==> src/rtl/tru_serial_ctrl.sv <==
// Bit-serial N-bit subtractor sequencer.
// Captures a, b and bin on an accepted start, then steps one full-subtractor
// cell LSB-first for N cycles. Difference bits are shifted into the result
// register from the top, and the final borrow is latched into bout.
module tru_serial_ctrl #(
  parameter int N = 8
) (
  input  logic         clk,
  input  logic         rst,
  input  logic         start,
  input  logic [N-1:0] a,
  input  logic [N-1:0] b,
  input  logic         bin,
  output logic         busy,
  output logic         done,
  output logic [N-1:0] d,
  output logic         bout
);

  localparam int CW = $clog2(N);

  typedef enum logic [1:0] {
    IDLE = 2'd0,
    RUN  = 2'd1,
    DONE = 2'd2
  } state_t;

  state_t         state, state_nxt;
  logic [CW-1:0]  cnt;
  logic [N-1:0]   a_sh;
  logic [N-1:0]   b_sh;
  logic [N-1:0]   res;
  logic           brw;
  logic           bout_q;
  logic           last_bit;

  // One-bit full-subtractor cell working on the operand LSBs and the borrow flop.
  logic cell_a, cell_b, cell_d, cell_bo;
  assign cell_a  = a_sh[0];
  assign cell_b  = b_sh[0];
  assign cell_d  = cell_a ^ cell_b ^ brw;
  assign cell_bo = (~cell_a & cell_b) | ((~cell_a | cell_b) & brw);

  assign last_bit = (cnt == CW'(N - 1));

  // State register.
  always_ff @(posedge clk or posedge rst) begin
    if (rst) state <= IDLE;
    else     state <= state_nxt;
  end

  // Next-state and status decode; start only matters in IDLE.
  always_comb begin
    state_nxt = state;
    busy      = 1'b0;
    done      = 1'b0;
    unique case (state)
      IDLE: if (start) state_nxt = RUN;
      RUN: begin
        busy = 1'b1;
        if (last_bit) state_nxt = DONE;
      end
      DONE: begin
        done      = 1'b1;
        state_nxt = IDLE;
      end
      default: state_nxt = IDLE;
    endcase
  end

  // Operand load on accept, then one bit per cycle; result and bout untouched on load.
  always_ff @(posedge clk or posedge rst) begin
    if (rst) begin
      cnt    <= '0;
      a_sh   <= '0;
      b_sh   <= '0;
      brw    <= 1'b0;
      res    <= '0;
      bout_q <= 1'b0;
    end else begin
      if (state == IDLE && start) begin
        a_sh <= a;
        b_sh <= b;
        brw  <= bin;
        cnt  <= '0;
      end else if (state == RUN) begin
        res  <= {cell_d, res[N-1:1]};
        a_sh <= {1'b0, a_sh[N-1:1]};
        b_sh <= {1'b0, b_sh[N-1:1]};
        brw  <= cell_bo;
        if (last_bit) bout_q <= cell_bo;
        else          cnt    <= cnt + CW'(1);
      end
    end
  end

  assign d    = res;
  assign bout = bout_q;

endmodule

==> config.mk <==
export PLATFORM = sky130hd
export DESIGN_NAME = tru_serial_ctrl
export DESIGN_NICKNAME = d
export VERILOG_FILES = /design/src/rtl/tru_serial_ctrl.sv
export SDC_FILE = /design/constraint.sdc
export NUM_CORES = 1
export LEC_CHECK = 0
export BUFFER_PORTS_ARGS = -buffer_cell sky130_fd_sc_hd__buf_2
export CORE_MARGIN = 2
export CORE_UTILIZATION = 25
export DETAILED_ROUTE_END_ITERATION = 7
export GPL_TIMING_DRIVEN = 0
export SETUP_SLACK_MARGIN = 0.15
export SLEW_MARGIN = 20
export SYNTH_ARGS = -nofsm -noshare
export SYNTH_HDL_FRONTEND = slang
export SYNTH_SLANG_ARGS = --single-unit
==> constraint.sdc <==
create_clock -name clk -period 3.45 [get_ports clk]
set_input_delay 0.5175 -clock clk [delete_from_list [all_inputs] [get_ports clk]]
set_output_delay 0.5175 -clock clk [all_outputs]
set_load 0.02 [all_outputs]
==> results of run 1 <==
-- state kept, by name, summed over array words and instances (netlist names) --
name,count
a_sh,8
b_sh,8
bout,1
brw,1
cnt,3
d,8
state,2
-- cells by family after synthesis --
kind of cell               after synthesis  synth area share (%)
adders and majority gates                3                  2.94
muxes                                    9                  6.54
and+or+nand+nor                         41                  16.4
DFF                                     31                  50.7
buffers and inverters                   29                  10.0
AOI/OAI and AO/OA                       22                  13.4
-- critical path: stages (launching register included) --
cell and delay, ps:
dfrtp_1 340, buf_6 130, clkbuf_1 320, nor2b_1 80, buf_2 170
-- synthesized netlist by cell type --
cell type and count:
a221oi_2 1, dfrtp_1 31, nor3b_1 16, clkbuf_1 2, mux2i_1 1, buf_6 5
nor2_1 15, mux2_2 8, nand3b_1 1, inv_1 18, a221oi_1 14, nor4bb_1 2
buf_2 3, ha_1 2, nor2b_1 2, nor4b_1 1, fa_1 1, a211o_1 3
a21oi_1 1, buf_4 1, o21bai_4 1, a22o_1 2, and3_1 3, and2b_1 1
-- through the flow --
stage	total power, uW	cells	worst slack (ps)	cell area [um^2]	util [%]
4_1_cts	1790	248	1590	1890	32.0
3_3_place_gp	1400	240	1770	1780	30.0
3_5_place_dp	1410	240	1870	1780	30.0
5_1_grt	1920	248	1490	1890	32.0
6_report	1760	248	1600	1890	32.0
2_1_floorplan	1220	135	1950	1530	-
-- area by class of cell --
type                       count  area, um^2
clock inverter                 2        35.0
clock buffer                   6        82.6
buffer                        11        86.3
sequential                    31         776
inverter                      18        67.6
timing repair buffer          30         150
tap                           75        93.8
multi-input combinational     75         602
fill                         605        4030
-- worst paths after layout --
check	start	endpoint	depth (start not counted)
worst max-delay path	state[0]$_DFFE_PP0P_	done	4
worst min-delay path	rst	d[0]$_DFFE_PP0P_	2
worst max register to register	cnt[0]$_DFFE_PP0P_	bout$_DFFE_PP0P_	4
worst min register to register	d[0]$_DFFE_PP0P_	d[0]$_DFFE_PP0P_	1
max in group asynchronous	rst	a_sh[5]$_DFFE_PP0P_	2
min in group clk	a[7]	a_sh[7]$_DFFE_PP0P_	2
-- report_power, final --
part           total, uW  leakage (uW)  switching, uW  internal (uW)
registers            639      0.000370           98.4            540
logic                754      0.000495            380            375
clock network        368     0.0000612            134            233
-- metal layers --
layer  vias up  wire length [um]  share of wire [%]
li1        550                 -                  -
met1       544              1500                 48
met2        30              1380                 45
met3         4               180                5.8
met4         0                25               0.81
met5         -                 0                  0
==> impl_metrics.tcl, run 1 <==
set metrics [dict create \
    tritoncts "built" \
    tns_ps 0 \
    io_pins 31 \
    rsz0062_at_grt "false" \
    power_density_nw_per_um2 930 \
    r2r_slack_ps 1970 \
    period_needed_ps 1850 \
    use_met1_pct 13.7 \
    grt_max_degree 32 \
    syn2layout_area_growth_pct 23.6 \
    gr-max-usage-layer "met2" \
    grt_pass1_vias 1163 \
    max_freq_ghz 0.542 \
    post_cts.resized_instances 0 \
    yosys.cell_types.count 24 \
    yosys_warnings 0 \
    use_met2_pct 15.7 \
    ys_seq_area_share_pct 50.7 \
    dpl.hpwl_um 2150 \
    grt_overflow_total 0 \
    start_kind "register" \
    start_util_pct 25.9 \
    grt_usage_pct 10.4 \
    dieArea_um2 6770 \
    setup_viol 0 \
    syn_inst 135 \
    wl_per_cell_um 12.5 \
    ant_nets 0 \
    drv_slew 0 \
    drt_first_iter_violations 55 \
    gp_congestion 0.723 \
    whs_ps 324 \
    numCtsBuffers 5 \
    cp_max_fo 10 \
    clk_path_buf_depth 2 \
    clock_skew_ps 3.72 \
    antenna_found_initial 0 \
    synth_nets 158 \
    post_cts_buffers 0 \
    layout_commonest_cell "buf_2" \
    status "completed" \
    finalHoldViolCount 0 \
    yosys-top-cells-area "dfrtp_1, a221oi_1, nor3b_1" \
    vias_per_cell 4.55 \
    root_buffer "clkbuf_8" \
    cts.sinks 31 \
    diodes 0 \
    chipWidth_um 82.3 \
    num_rows 28 \
    dr_total_vias 1128 \
    crit_type "reg -> out" \
    synth_seq_cells 31 \
    met3_usage_pct 3.26 \
    min_path_type "in -> async" \
    endpoint_kind "output port" \
    drive_gt1_share_pct 33.5 \
    fin_crit_sh_pct 53.5 \
    routed_wl_um 3090 \
    synth_area_per_cell_um2 11.3 \
    syn_area_um2 1530 \
    grt_pass1_wl_um 5320 \
    critPathRequiredTime_ps 2930 \
    ir_drop_mv 0.378 \
    path_clk_slew_ps 70 \
    layout_common_cells "buf_2, dfrtp_1, inv_1, nor3b_1, nor2_1" \
    total_leakage_power_uw 0.000926 \
    drt_pass1_iterations 4 \
    worstPathArrival_ps 1330 \
    core_area_um2 5920 \
    yosysTopAreaCell "dfrtp_1" \
    clk_latency_ps 280 \
    synth_top_area_share_pct 50.7 \
    max_slew_margin_pct 57.0 \
    port-buffer-count 30 \
    hold_buffers 0 \
    die_y_um 82.3 \
    drc_errors 0 \
    cts_htree_levels 2 \
    nets 195 \
    worst_pin_slew_ps 644 \
    drv_cap 0 \
]
Power figures use the tool's default switching activity.
==> inputs of run 2 (changes only) <==
--- a/config.mk
+++ b/config.mk
@@ -5,6 +5,7 @@
 export SDC_FILE = /design/constraint.sdc
 export NUM_CORES = 1
 export LEC_CHECK = 0
+export ABC_AREA = 1
 export BUFFER_PORTS_ARGS = -buffer_cell sky130_fd_sc_hd__buf_2
 export CORE_MARGIN = 2
 export CORE_UTILIZATION = 25
==> constraint.sdc (replaced) <==
create_clock -name clk -period 1.9 [get_ports clk]
set_input_delay 0.285 -clock clk [delete_from_list [all_inputs] [get_ports clk]]
set_output_delay 0.285 -clock clk [all_outputs]
set_load 0.02 [all_outputs]
==> run 2 against run 1 <==
  * Synthesized cell count up 17%
  * Utilization is essentially flat
  * First-iteration DRC count up 51%
  * Largest power group unchanged
  * Combinational power up 76%
  * Critical path depth increased by 1
==> impl_metrics.tcl, run 2 <==
set metrics [dict create \
    ys_seq_area_share_pct 50.0 \
    ant_nets 0 \
    syn_area_um2 1550 \
    status "completed" \
    nets 217 \
    synth_top_area_share_pct 50.0 \
    met3_usage_pct 3.37 \
    finalWorstSetupSlack_ps 252 \
    syn2layout_area_growth_pct 23.0 \
    cp_max_fo 10 \
    max_slew_margin_pct 56.1 \
    syn_inst 158 \
    max_freq_ghz 0.607 \
    numCtsBuffers 5 \
    fill_cells 650 \
    synthTopCellsByCount "nand2_1, dfrtp_1, nand3_1, nand3_2, inv_1" \
    crit_family "buffers and inverters" \
    crit_type "reg -> out" \
    antenna_found_initial 0 \
    use_met2_pct 16.5 \
    drc_errors 0 \
    gp_congestion 0.741 \
    dieArea_um2 6850 \
    grt_overflow_total 0 \
    postLayoutCellArea_um2 1910 \
    die_y_um 82.7 \
    dpl.hpwl_um 2330 \
    grt_max_degree 32 \
    yosysMostFrequentCell "nand2_1" \
    fin_crit_sh_pct 86.8 \
    finalHoldViolCount 0 \
    clk_latency_ps 280 \
    yosysTopAreaCell "dfrtp_1" \
    place_ws_ps 548 \
    layout_common_cells "nand2_1, buf_2, dfrtp_1, nand3_1, nand3_2" \
    hold_buffers 0 \
    wl_per_cell_um 12.2 \
    setup_viol 0 \
    drv_cap 0 \
    yosys.cell_types.count 21 \
    critPathRequiredTime_ps 1620 \
    synthArstFlopShare_pct 100 \
    start_util_pct 26.0 \
    drt_pass1_iterations 4 \
    clk_path_buf_depth 2 \
    multi_input_area_um2 657 \
    diodes 0 \
    worst_pin_slew_ps 657 \
    layout_commonest_cell "nand2_1" \
    routed_wl_um 3290 \
    ir_drop_mv 0.656 \
    gr-max-usage-layer "met2" \
    tritoncts "built" \
    path_clk_slew_ps 70 \
    synth_top_family_by_area "simple AND/OR/NAND/NOR gates" \
    grt_usage_pct 11.0 \
    yosys-top-cells-area "dfrtp_1, nand3_2, nand2_1" \
    synthSimpleGateAreaFrac_pct 37.7 \
    synth_edf_count 0 \
    path_buf_inv 4 \
    dr_total_vias 1195 \
    period_needed_ps 1650 \
    cts_htree_levels 2 \
    drv_slew 0 \
    crit_slowest_cell "dfrtp_1" \
    cts.sinks 31 \
    num_rows 28 \
    synth_compound_area_share_pct 1.78 \
    cpMostUsedCell "inv_2" \
    critPathMaxStageDelay_ps 420 \
    synthXorXnorAreaFrac_pct 0 \
    clock_skew_ps 6.99 \
    synth_nets 181 \
    tns_ps 0 \
    io_pins 31 \
    use_met1_pct 14.6 \
    final-seq-area_um2 776 \
    synth_mux_area_share_pct 0 \
    port-buffer-count 29 \
    grt_pass1_vias 1122 \
    power_density_nw_per_um2 1640 \
    vias_per_cell 4.43 \
    post_cts_buffers 0 \
    chipWidth_um 82.7 \
    drive_gt1_share_pct 40.0 \
    min_path_type "in -> async" \
    total_leakage_power_uw 0.000977 \
    dpl-instance-area_um2 1790 \
    synth_seq_cells 31 \
    root_buffer "clkbuf_8" \
    cp_cell_sequence "inv_2 > nand2_2 > inv_2 > buf_4 > buf_2" \
    rsz0062_at_grt "false" \
    grt_pass1_wl_um 5510 \
    start_kind "register" \
    yosys_warnings 0 \
    endpoint_kind "output port" \
    synth_area_per_cell_um2 9.81 \
    worstPathArrival_ps 1360 \
    post_cts.resized_instances 0 \
    core_area_um2 5960 \
    yosys_most_used_dff "dfrtp_1" \
    drt_first_iter_violations 83 \
    synth_adder_area_share_pct 2.91 \
]
[run 2: cell count changes after synthesis, sizes merged, moves of 8 or more]
| cell | previous run | this run |
|---|---|---|
| mux2 | 8 | 0 |
| nor2 | 15 | 3 |
| a221oi | 15 | 0 |
| nand3 | 0 | 51 |
| nor3b | 16 | 0 |
| inv | 18 | 7 |
| nand2 | 0 | 48 |
[run 2: final timing paths]
kind	startpoint	endpoint	slack (ps)	cells after the start
max	state[1]$_DFFE_PP0P_	busy	250	5
min	rst	d[4]$_DFFE_PP0P_	90	2
max reg2reg	cnt[0]$_DFFE_PP0P_	cnt[2]$_DFFE_PP0P_	540	7
min reg2reg	bout$_DFFE_PP0P_	bout$_DFFE_PP0P_	470	2
max in group asynchronous	rst	b_sh[6]$_DFFE_PP0P_	1380	2
min in group clk	a[7]	a_sh[7]$_DFFE_PP0P_	210	3
[run 2: report_power, final]
group | switching [uW] | internal, uW
logic | 794 | 531
registers | 189 | 936
clock network | 256 | 424
[run 2: per-layer routing]
metal	share of wire [%]	vias to the layer above
li1	-	592
met1	45	562
met2	47	34
met3	6.7	7
met4	1.5	0
met5	0	-
[run 2: logic make-up (layout without fill, tap and decap cells)]
| logic type | count (synthesis) | after routing |
|---|---|---|
| compound gates | 4 | 4 |
| fa+ha+maj | 3 | 3 |
| buf+inv | 17 | 54 |
| flops | 31 | 31 |
| simple gates | 103 | 103 |
[run 2: final cells by class]
class	count	area share, %
buffer	9	4.59
clock buffer	6	4.33
clock inverter	2	1.84
inverter	8	1.57
multi-input combinational	110	34.4
sequential	31	40.7
tap	75	4.92
timing repair buffer	29	7.61
[run 2: worst register-to-register path: cells and delay by family, from the launching register on]
kind / cells / cell delay, ps
simple gates: 3 / 280
flops: 1 / 400
fa+ha+maj: 2 / 380
buf+inv: 2 / 230
[run 2: stage by stage]
step	power (uW)	utilization (%)	hold WS, ps	cells
after floorplan	2140	-	389	158
final	3130	32.0	88.0	270
after CTS	3180	32.0	116	270
after global routing	3390	32.0	146	270
after detailed placement	2490	30.0	431	262
after global placement	2450	30.0	460	262
